===== config.mk =====
export PLATFORM = sky130hd
export DESIGN_NAME = control_sequencer
export DESIGN_NICKNAME = d
export VERILOG_FILES = /design/src/rtl/cpu_pkg.sv /design/src/rtl/op_decode.sv /design/src/rtl/control_sequencer.sv
export SDC_FILE = /design/constraint.sdc
export NUM_CORES = 1
export LEC_CHECK = 0
export ABC_AREA = 0
export CELL_PAD_IN_SITES_DETAIL_PLACEMENT = 1
export CELL_PAD_IN_SITES_GLOBAL_PLACEMENT = 1
export CORE_UTILIZATION = 21
export CTS_BUF_LIST = sky130_fd_sc_hd__clkbuf_2
export DETAILED_ROUTE_END_ITERATION = 6
export PLACE_DENSITY_LB_ADDON = 0.1
export SYNTH_ARGS = -nofsm -noshare
export SYNTH_HDL_FRONTEND = slang
export SYNTH_SLANG_ARGS = --single-unit

===== constraint.sdc =====
create_clock -name Clock -period 3.5 [get_ports Clock]
set_input_delay 0.525 -clock Clock [delete_from_list [all_inputs] [get_ports Clock]]
set_output_delay 0.525 -clock Clock [all_outputs]
set_load 0.005 [all_outputs]

===== src/rtl/cpu_pkg.sv =====
// Shared opcode, ALU code and sequencer state definitions.
// Build with MUL_DIV_EN to add MUL/DIV and the T6 state.
package cpu_pkg;

    localparam logic [4:0] OP_ADD  = 5'b00000;
    localparam logic [4:0] OP_SUB  = 5'b00001;
    localparam logic [4:0] OP_AND  = 5'b00010;
    localparam logic [4:0] OP_OR   = 5'b00011;
    localparam logic [4:0] OP_MUL  = 5'b01110;
    localparam logic [4:0] OP_DIV  = 5'b01111;
    localparam logic [4:0] OP_NEG  = 5'b10000;
    localparam logic [4:0] OP_NOT  = 5'b10001;
    localparam logic [4:0] OP_HALT = 5'b11011;

    localparam logic [4:0] ALU_NONE = 5'b00000;
    localparam logic [4:0] ALU_ADD  = 5'b00011;
    localparam logic [4:0] ALU_SUB  = 5'b00100;
    localparam logic [4:0] ALU_AND  = 5'b00101;
    localparam logic [4:0] ALU_OR   = 5'b00110;
    localparam logic [4:0] ALU_NEG  = 5'b01010;
    localparam logic [4:0] ALU_NOT  = 5'b01011;
    localparam logic [4:0] ALU_MUL  = 5'b01110;
    localparam logic [4:0] ALU_DIV  = 5'b01111;

    typedef enum logic [2:0] {
        S_T0,
        S_T1,
        S_T2,
        S_T3,
        S_T4,
        S_T5,
`ifdef MUL_DIV_EN
        S_T6,
`endif
        S_HALT
    } state_t;

    typedef enum logic [2:0] {
        CLS_BIN,
        CLS_UNA,
        CLS_MD,
        CLS_HALT,
        CLS_ILL
    } op_class_t;

    typedef struct packed {
        logic       pc_out;
        logic       mdr_out;
        logic       zlo_out;
        logic       zhi_out;
        logic       pc_in;
        logic       mdr_in;
        logic       mar_in;
        logic       ir_in;
        logic       y_in;
        logic       zlo_in;
        logic       zhi_in;
        logic       lo_in;
        logic       hi_in;
        logic       inc_pc;
        logic       read;
        logic       gra;
        logic       grb;
        logic       grc;
        logic       r_in;
        logic       r_out;
        logic [4:0] control;
        logic       illegal;
    } ctrl_t;

endpackage


===== src/rtl/op_decode.sv =====
// Opcode classifier: maps a latched opcode to class and ALU code.
// MUL/DIV decode only when MUL_DIV_EN is defined.
module op_decode
    import cpu_pkg::*;
(
    input  logic [4:0] opcode,
    output op_class_t  op_class,
    output logic [4:0] alu_code,
    output logic       legal
);

    always_comb begin
        op_class = CLS_ILL;
        alu_code = ALU_NONE;
        case (opcode)
            OP_ADD: begin op_class = CLS_BIN; alu_code = ALU_ADD; end
            OP_SUB: begin op_class = CLS_BIN; alu_code = ALU_SUB; end
            OP_AND: begin op_class = CLS_BIN; alu_code = ALU_AND; end
            OP_OR:  begin op_class = CLS_BIN; alu_code = ALU_OR;  end
            OP_NEG: begin op_class = CLS_UNA; alu_code = ALU_NEG; end
            OP_NOT: begin op_class = CLS_UNA; alu_code = ALU_NOT; end
`ifdef MUL_DIV_EN
            OP_MUL: begin op_class = CLS_MD;  alu_code = ALU_MUL; end
            OP_DIV: begin op_class = CLS_MD;  alu_code = ALU_DIV; end
`endif
            OP_HALT: op_class = CLS_HALT;
            default: ;
        endcase
    end

    assign legal = (op_class != CLS_ILL);

endmodule


===== src/rtl/control_sequencer.sv =====
// Moore control sequencer: fetch T0-T2, execute T3-T6, HALT.
// MUL_DIV_EN enables MUL/DIV (T6, ZHI/LO/HI strobes).
module control_sequencer
    import cpu_pkg::*;
(
    input  logic        Clock,
    input  logic        Clear,
    input  logic [31:0] IR,
    input  logic        Stop,
    output logic        PC_Out,
    output logic        MDR_Out,
    output logic        ZLO_Out,
    output logic        ZHI_Out,
    output logic        PC_In,
    output logic        MDR_In,
    output logic        MAR_In,
    output logic        IR_In,
    output logic        Y_In,
    output logic        ZLO_In,
    output logic        ZHI_In,
    output logic        LO_In,
    output logic        HI_In,
    output logic        IncPC,
    output logic        Read,
    output logic        Gra,
    output logic        Grb,
    output logic        Grc,
    output logic        R_In,
    output logic        R_Out,
    output logic [4:0]  CONTROL,
    output logic        Run,
    output logic        Illegal
);

    state_t     state;
    state_t     state_nxt;
    logic [4:0] opcode_q;
    logic       clr_q;
    op_class_t  op_class;
    logic [4:0] alu_code;
    logic       legal;
    ctrl_t      ctl;
    logic       unused_ir;

    assign unused_ir = ^IR[26:0];

    op_decode u_op_decode (
        .opcode   (opcode_q),
        .op_class (op_class),
        .alu_code (alu_code),
        .legal    (legal)
    );

    // clr_q keeps outputs quiet for every cycle that follows a Clear edge
    always_ff @(posedge Clock) begin
        if (Clear) begin
            state    <= S_T0;
            opcode_q <= OP_ADD;
            clr_q    <= 1'b1;
        end else begin
            state <= state_nxt;
            clr_q <= 1'b0;
            if (state == S_T2)
                opcode_q <= IR[31:27];
        end
    end

    always_comb begin
        state_nxt = state;
        unique case (state)
            S_T0: state_nxt = Stop ? S_HALT : S_T1;
            S_T1: state_nxt = S_T2;
            S_T2: state_nxt = S_T3;
            S_T3: begin
                if (!legal)
                    state_nxt = S_T0;
                else if (op_class == CLS_HALT)
                    state_nxt = S_HALT;
                else
                    state_nxt = S_T4;
            end
            S_T4: state_nxt = S_T5;
`ifdef MUL_DIV_EN
            S_T5: state_nxt = (op_class == CLS_MD) ? S_T6 : S_T0;
            S_T6: state_nxt = S_T0;
`else
            S_T5: state_nxt = S_T0;
`endif
            S_HALT: state_nxt = S_HALT;
            default: state_nxt = S_T0;
        endcase
        // the first visible cycle after Clear falls is a full T0
        if (clr_q)
            state_nxt = S_T0;
    end

    always_comb begin
        ctl = '0;
        if (!clr_q) begin
            unique case (state)
                S_T0: begin
                    ctl.pc_out = 1'b1;
                    ctl.mar_in = 1'b1;
                    ctl.inc_pc = 1'b1;
                    ctl.zlo_in = 1'b1;
                end
                S_T1: begin
                    ctl.zlo_out = 1'b1;
                    ctl.pc_in   = 1'b1;
                    ctl.read    = 1'b1;
                    ctl.mdr_in  = 1'b1;
                end
                S_T2: begin
                    ctl.mdr_out = 1'b1;
                    ctl.ir_in   = 1'b1;
                end
                S_T3: begin
                    if (!legal) begin
                        ctl.illegal = 1'b1;
                    end else if (op_class == CLS_BIN ||
                                 op_class == CLS_UNA) begin
                        ctl.grb   = 1'b1;
                        ctl.r_out = 1'b1;
                        ctl.y_in  = 1'b1;
`ifdef MUL_DIV_EN
                    end else if (op_class == CLS_MD) begin
                        ctl.gra   = 1'b1;
                        ctl.r_out = 1'b1;
                        ctl.y_in  = 1'b1;
`endif
                    end
                end
                S_T4: begin
                    ctl.control = alu_code;
                    ctl.zlo_in  = 1'b1;
                    if (op_class == CLS_BIN) begin
                        ctl.grc   = 1'b1;
                        ctl.r_out = 1'b1;
                    end
`ifdef MUL_DIV_EN
                    if (op_class == CLS_MD) begin
                        ctl.grb    = 1'b1;
                        ctl.r_out  = 1'b1;
                        ctl.zhi_in = 1'b1;
                    end
`endif
                end
                S_T5: begin
                    ctl.zlo_out = 1'b1;
`ifdef MUL_DIV_EN
                    if (op_class == CLS_MD) begin
                        ctl.lo_in = 1'b1;
                    end else begin
                        ctl.gra  = 1'b1;
                        ctl.r_in = 1'b1;
                    end
`else
                    ctl.gra  = 1'b1;
                    ctl.r_in = 1'b1;
`endif
                end
`ifdef MUL_DIV_EN
                S_T6: begin
                    ctl.zhi_out = 1'b1;
                    ctl.hi_in   = 1'b1;
                end
`endif
                default: ;
            endcase
        end
    end

    assign PC_Out  = ctl.pc_out;
    assign MDR_Out = ctl.mdr_out;
    assign ZLO_Out = ctl.zlo_out;
    assign ZHI_Out = ctl.zhi_out;
    assign PC_In   = ctl.pc_in;
    assign MDR_In  = ctl.mdr_in;
    assign MAR_In  = ctl.mar_in;
    assign IR_In   = ctl.ir_in;
    assign Y_In    = ctl.y_in;
    assign ZLO_In  = ctl.zlo_in;
    assign ZHI_In  = ctl.zhi_in;
    assign LO_In   = ctl.lo_in;
    assign HI_In   = ctl.hi_in;
    assign IncPC   = ctl.inc_pc;
    assign Read    = ctl.read;
    assign Gra     = ctl.gra;
    assign Grb     = ctl.grb;
    assign Grc     = ctl.grc;
    assign R_In    = ctl.r_in;
    assign R_Out   = ctl.r_out;
    assign CONTROL = ctl.control;
    assign Illegal = ctl.illegal;
    assign Run     = !clr_q && (state != S_HALT);

endmodule


==> flow_summary.rst <==
.. list-table::
   :header-rows: 1

   * - Metric
     - Value
   * - Starting density of the core
     - 22.6%
   * - Die area
     - 3240 um^2
   * - Clock tree from TritonCTS
     - built
   * - RSZ-0062 raised after global routing
     - no
   * - Layout fillers
     - 356
   * - CP startpoint kind
     - flip-flop
   * - Gate family responsible for the most delay along the worst path
     - simple AND/OR/NAND/NOR gates
   * - Post-synth top area cell
     - dfxtp_1
   * - Minimum setup slack after placement
     - 1.17 ns
   * - Post-cts sizing count
     - 0
   * - Die X
     - 57.0 um
   * - Maximum number of pins on one net before global-route repair
     - 13
   * - Synthesized area
     - 634 um^2
   * - Post-detailed-route DRC marker count
     - 8
   * - Sum of routed wire segments on met1
     - 782 um
   * - Critical path fanouts, max
     - 12
   * - Antenna violations before repair
     - 0
   * - Master of the slowest instance on the critical path
     - dfxtp_1
   * - Global-route usage over all layers
     - 10.4%
   * - Number of buffers on the longest clock path
     - 2
   * - Ys flop type
     - dfxtp_1
   * - Highest metal layer with signal wires
     - met4
   * - Count of warnings emitted by yosys
     - 0
   * - DIE HEIGHT
     - 57.0 um
   * - CP Data Required Time
     - 2.97 ns
   * - VDD IR max
     - 0.107 mV
   * - Core ar.
     - 2810 um^2
   * - Utilization after layout
     - 31.5%
   * - Total Neg Setup Slack
     - 0 ns
   * - Overflow left after global routing
     - 0
   * - Post-synth top area share
     - 28.4%
   * - Mean cell area of the mapped netlist
     - 7.93 um^2
   * - Levels on crit path
     - 3
   * - Later-pin clock latency in the skew report
     - 0.26 ns
   * - Detailed-route wire length
     - 1550 um
   * - Worst min-delay path class
     - reg -> reg
   * - Data arrival time of the worst path
     - 2.07 ns
   * - Detailed-route wire length per cell
     - 11.8 um
   * - Standard-cell rows
     - 19
   * - Cell variety after synth
     - 31
   * - Gate Count Post-Synth
     - 80
   * - Crit path kind
     - reg -> out
   * - Share of flip-flops with an asynchronous set or reset
     - 0%
   * - DRT iter0 DRCs
     - 14
   * - Largest cells by area after synthesis
     - dfxtp_1 (28%), buf_4 (14%), nor2_1 (8.3%), mux2i_1 (7.9%), nor2b_1 (3.9%)
   * - Final setup violation count
     - 0
   * - Number of buffers inserted by port buffering
     - 29
   * - Via count
     - 595
   * - Sum of met2 wire segment lengths after detailed routing
     - 626 um
   * - Number of nets with antenna violations after detailed routing
     - 0
   * - Cells on worst reg2reg path
     - 3
   * - Drt via density
     - 4.51
   * - Met3 routed wirelength
     - 100 um
   * - Ratio of total power to cell area
     - 274 nW/um^2
   * - Boundary pin count
     - 62
   * - Count of flip-flops with a built-in enable after synthesis
     - 0
   * - GPL Wtd Cong
     - 0.643
   * - Leading cell types by count after synthesis
     - nor2_1 (14), buf_4 (12), dfxtp_1 (9)
   * - Hold Buf Count CTS
     - 0
   * - Critical path cell sequence
     - nor3b_4 -> nor2b_1 -> clkdlybuf4s50_1
   * - Fin crit period
     - 2.60 ns
   * - Status
     - complete, but fails checks
   * - Diodes inserted
     - 0
   * - Leakage power summed over all cells
     - 0.315 nW
   * - Post-synthesis sequential element count
     - 9
   * - Worst Clk Skew
     - 0.00230 ns
   * - Maximum capacitance violations
     - 0
   * - Setup Fix Bufs, Post-CTS
     - 0
   * - Detailed-routing iteration count for the pre-antenna-repair pass
     - 6
   * - Most numerous cell in the Yosys netlist
     - nor2_1
   * - H-tree levels
     - 1
   * - Share of final-layout standard cells stronger than drive strength 1
     - 6.93%
   * - Final Cycle Share
     - 74.2%
   * - Violations in the final reports
     - design-rule violations
   * - Clock tree root driver cell
     - clkbuf_2
   * - Max Fclk
     - 385 MHz
   * - Clock slew at reported path FFs
     - 0.09 ns
   * - Total non-filler cell area in the finished layout
     - 883 um^2
   * - Vias in the first global route
     - 521
   * - Worst path buffer plus inverter count
     - 1
   * - Delay of the slowest cell on the worst path
     - 0.58 ns
   * - Detailed Place HPWL
     - 1170 um
   * - Setup ws final
     - 0.903 ns
   * - Pins Over Slew Limit
     - 0
   * - Cell depth of the worst hold path
     - 2
   * - Critical Path End Type
     - output pin
   * - Final hold violation count
     - 0
   * - Net total in the final layout
     - 137
   * - Layout-stage area growth over the synthesis result
     - 39.3%
   * - Post-placement cell area
     - 863 um^2
   * - Portion of the post-synthesis area used by sequential elements
     - 28.4%
   * - CTS Buf Count
     - 3
   * - Clk sink count
     - 9
   * - Global-route wire length before repair
     - 2590 um
## cells in the final DEF, fill, tap and decap left out
cell and instances:
mux2i_1 5, and2_1 2, o21ai_1 1, nand2b_1 2, nor4_1 2, dfxtp_1 9, a31oi_1 1, nand4_1 1
clkdlybuf4s50_1 29, nor3b_1 1, and4bb_1 1, nor3_2 1, o21a_1 2, a311oi_1 1, nand2_1 4, o22ai_1 1
conb_1 5, nor2b_1 4, nor2_1 14, inv_2 1, o21ai_0 1, clkbuf_2 4, nor3_1 2, a21oi_1 1
and4_1 1, nand3_1 2, xnor2_1 1, o211ai_1 1, nor3b_4 1
## power by group
group	internal (mW)	switching, mW
Clock	0.0303	0.0382
Sequential	0.107	0.0116
Combinational	0.0340	0.0205
## logic make-up after synthesis
logic type | Yosys count | share of synthesized area [%]
DFF | 9 | 28.4
other | 1 | 0.591
AOI/OAI and AO/OA | 9 | 9.27
muxes | 5 | 7.89
xor gates and xnor gates | 1 | 1.38
buffers and inverters | 17 | 18.7
and+or+nand+nor | 38 | 33.7
## worst reg2reg max path: stages (launching register included)
cell     delay [ns]
dfxtp_1        0.58
nor3b_4        0.48
mux2i_1        0.24
nor2_1         0.06
## routing by layer
layer	GRT usage (%)	vias up
li1	-	300
met1	14.6	267
met2	13.8	23
met3	3.17	5
met4	6.27	0
met5	0	-
## final timing paths
kind	start	endpoint	slack, ns
worst max-delay path	state[1]	IR_In	0.90
worst min-delay path	opcode_q[3]	opcode_q[3]	0.57
worst max register to register	state[1]	opcode_q[4]	2.04
worst min register to register	opcode_q[3]	opcode_q[3]	0.57
## metrics by stage
step / power (mW) / hold WS [ns] / instances
finish: 0.242 / 0.566 / 132
floorplan: 0.154 / 0.508 / 84
global placement: 0.175 / 0.550 / 128
CTS: 0.246 / 0.571 / 132
detailed placement: 0.176 / 0.553 / 128
global route: 0.256 / 0.605 / 132
## flip-flops by register name, summed over array words and instances (netlist names)
signal	flops
clr_q	1
opcode_q	5
state	3
## layout make-up
| class | count | area, um^2 | area share, % |
|---|---|---|---|
| Sequential cell | 9 | 180 | 20.4 |
| Clock buffer | 4 | 20.0 | 2.27 |
| Tap cell | 31 | 38.8 | 4.39 |
| Multi-Input combinational cell | 58 | 350 | 39.7 |
| Timing Repair Buffer | 29 | 290 | 32.9 |
| Inverter | 1 | 3.75 | 0.425 |
Power figures use the tool's default switching activity.
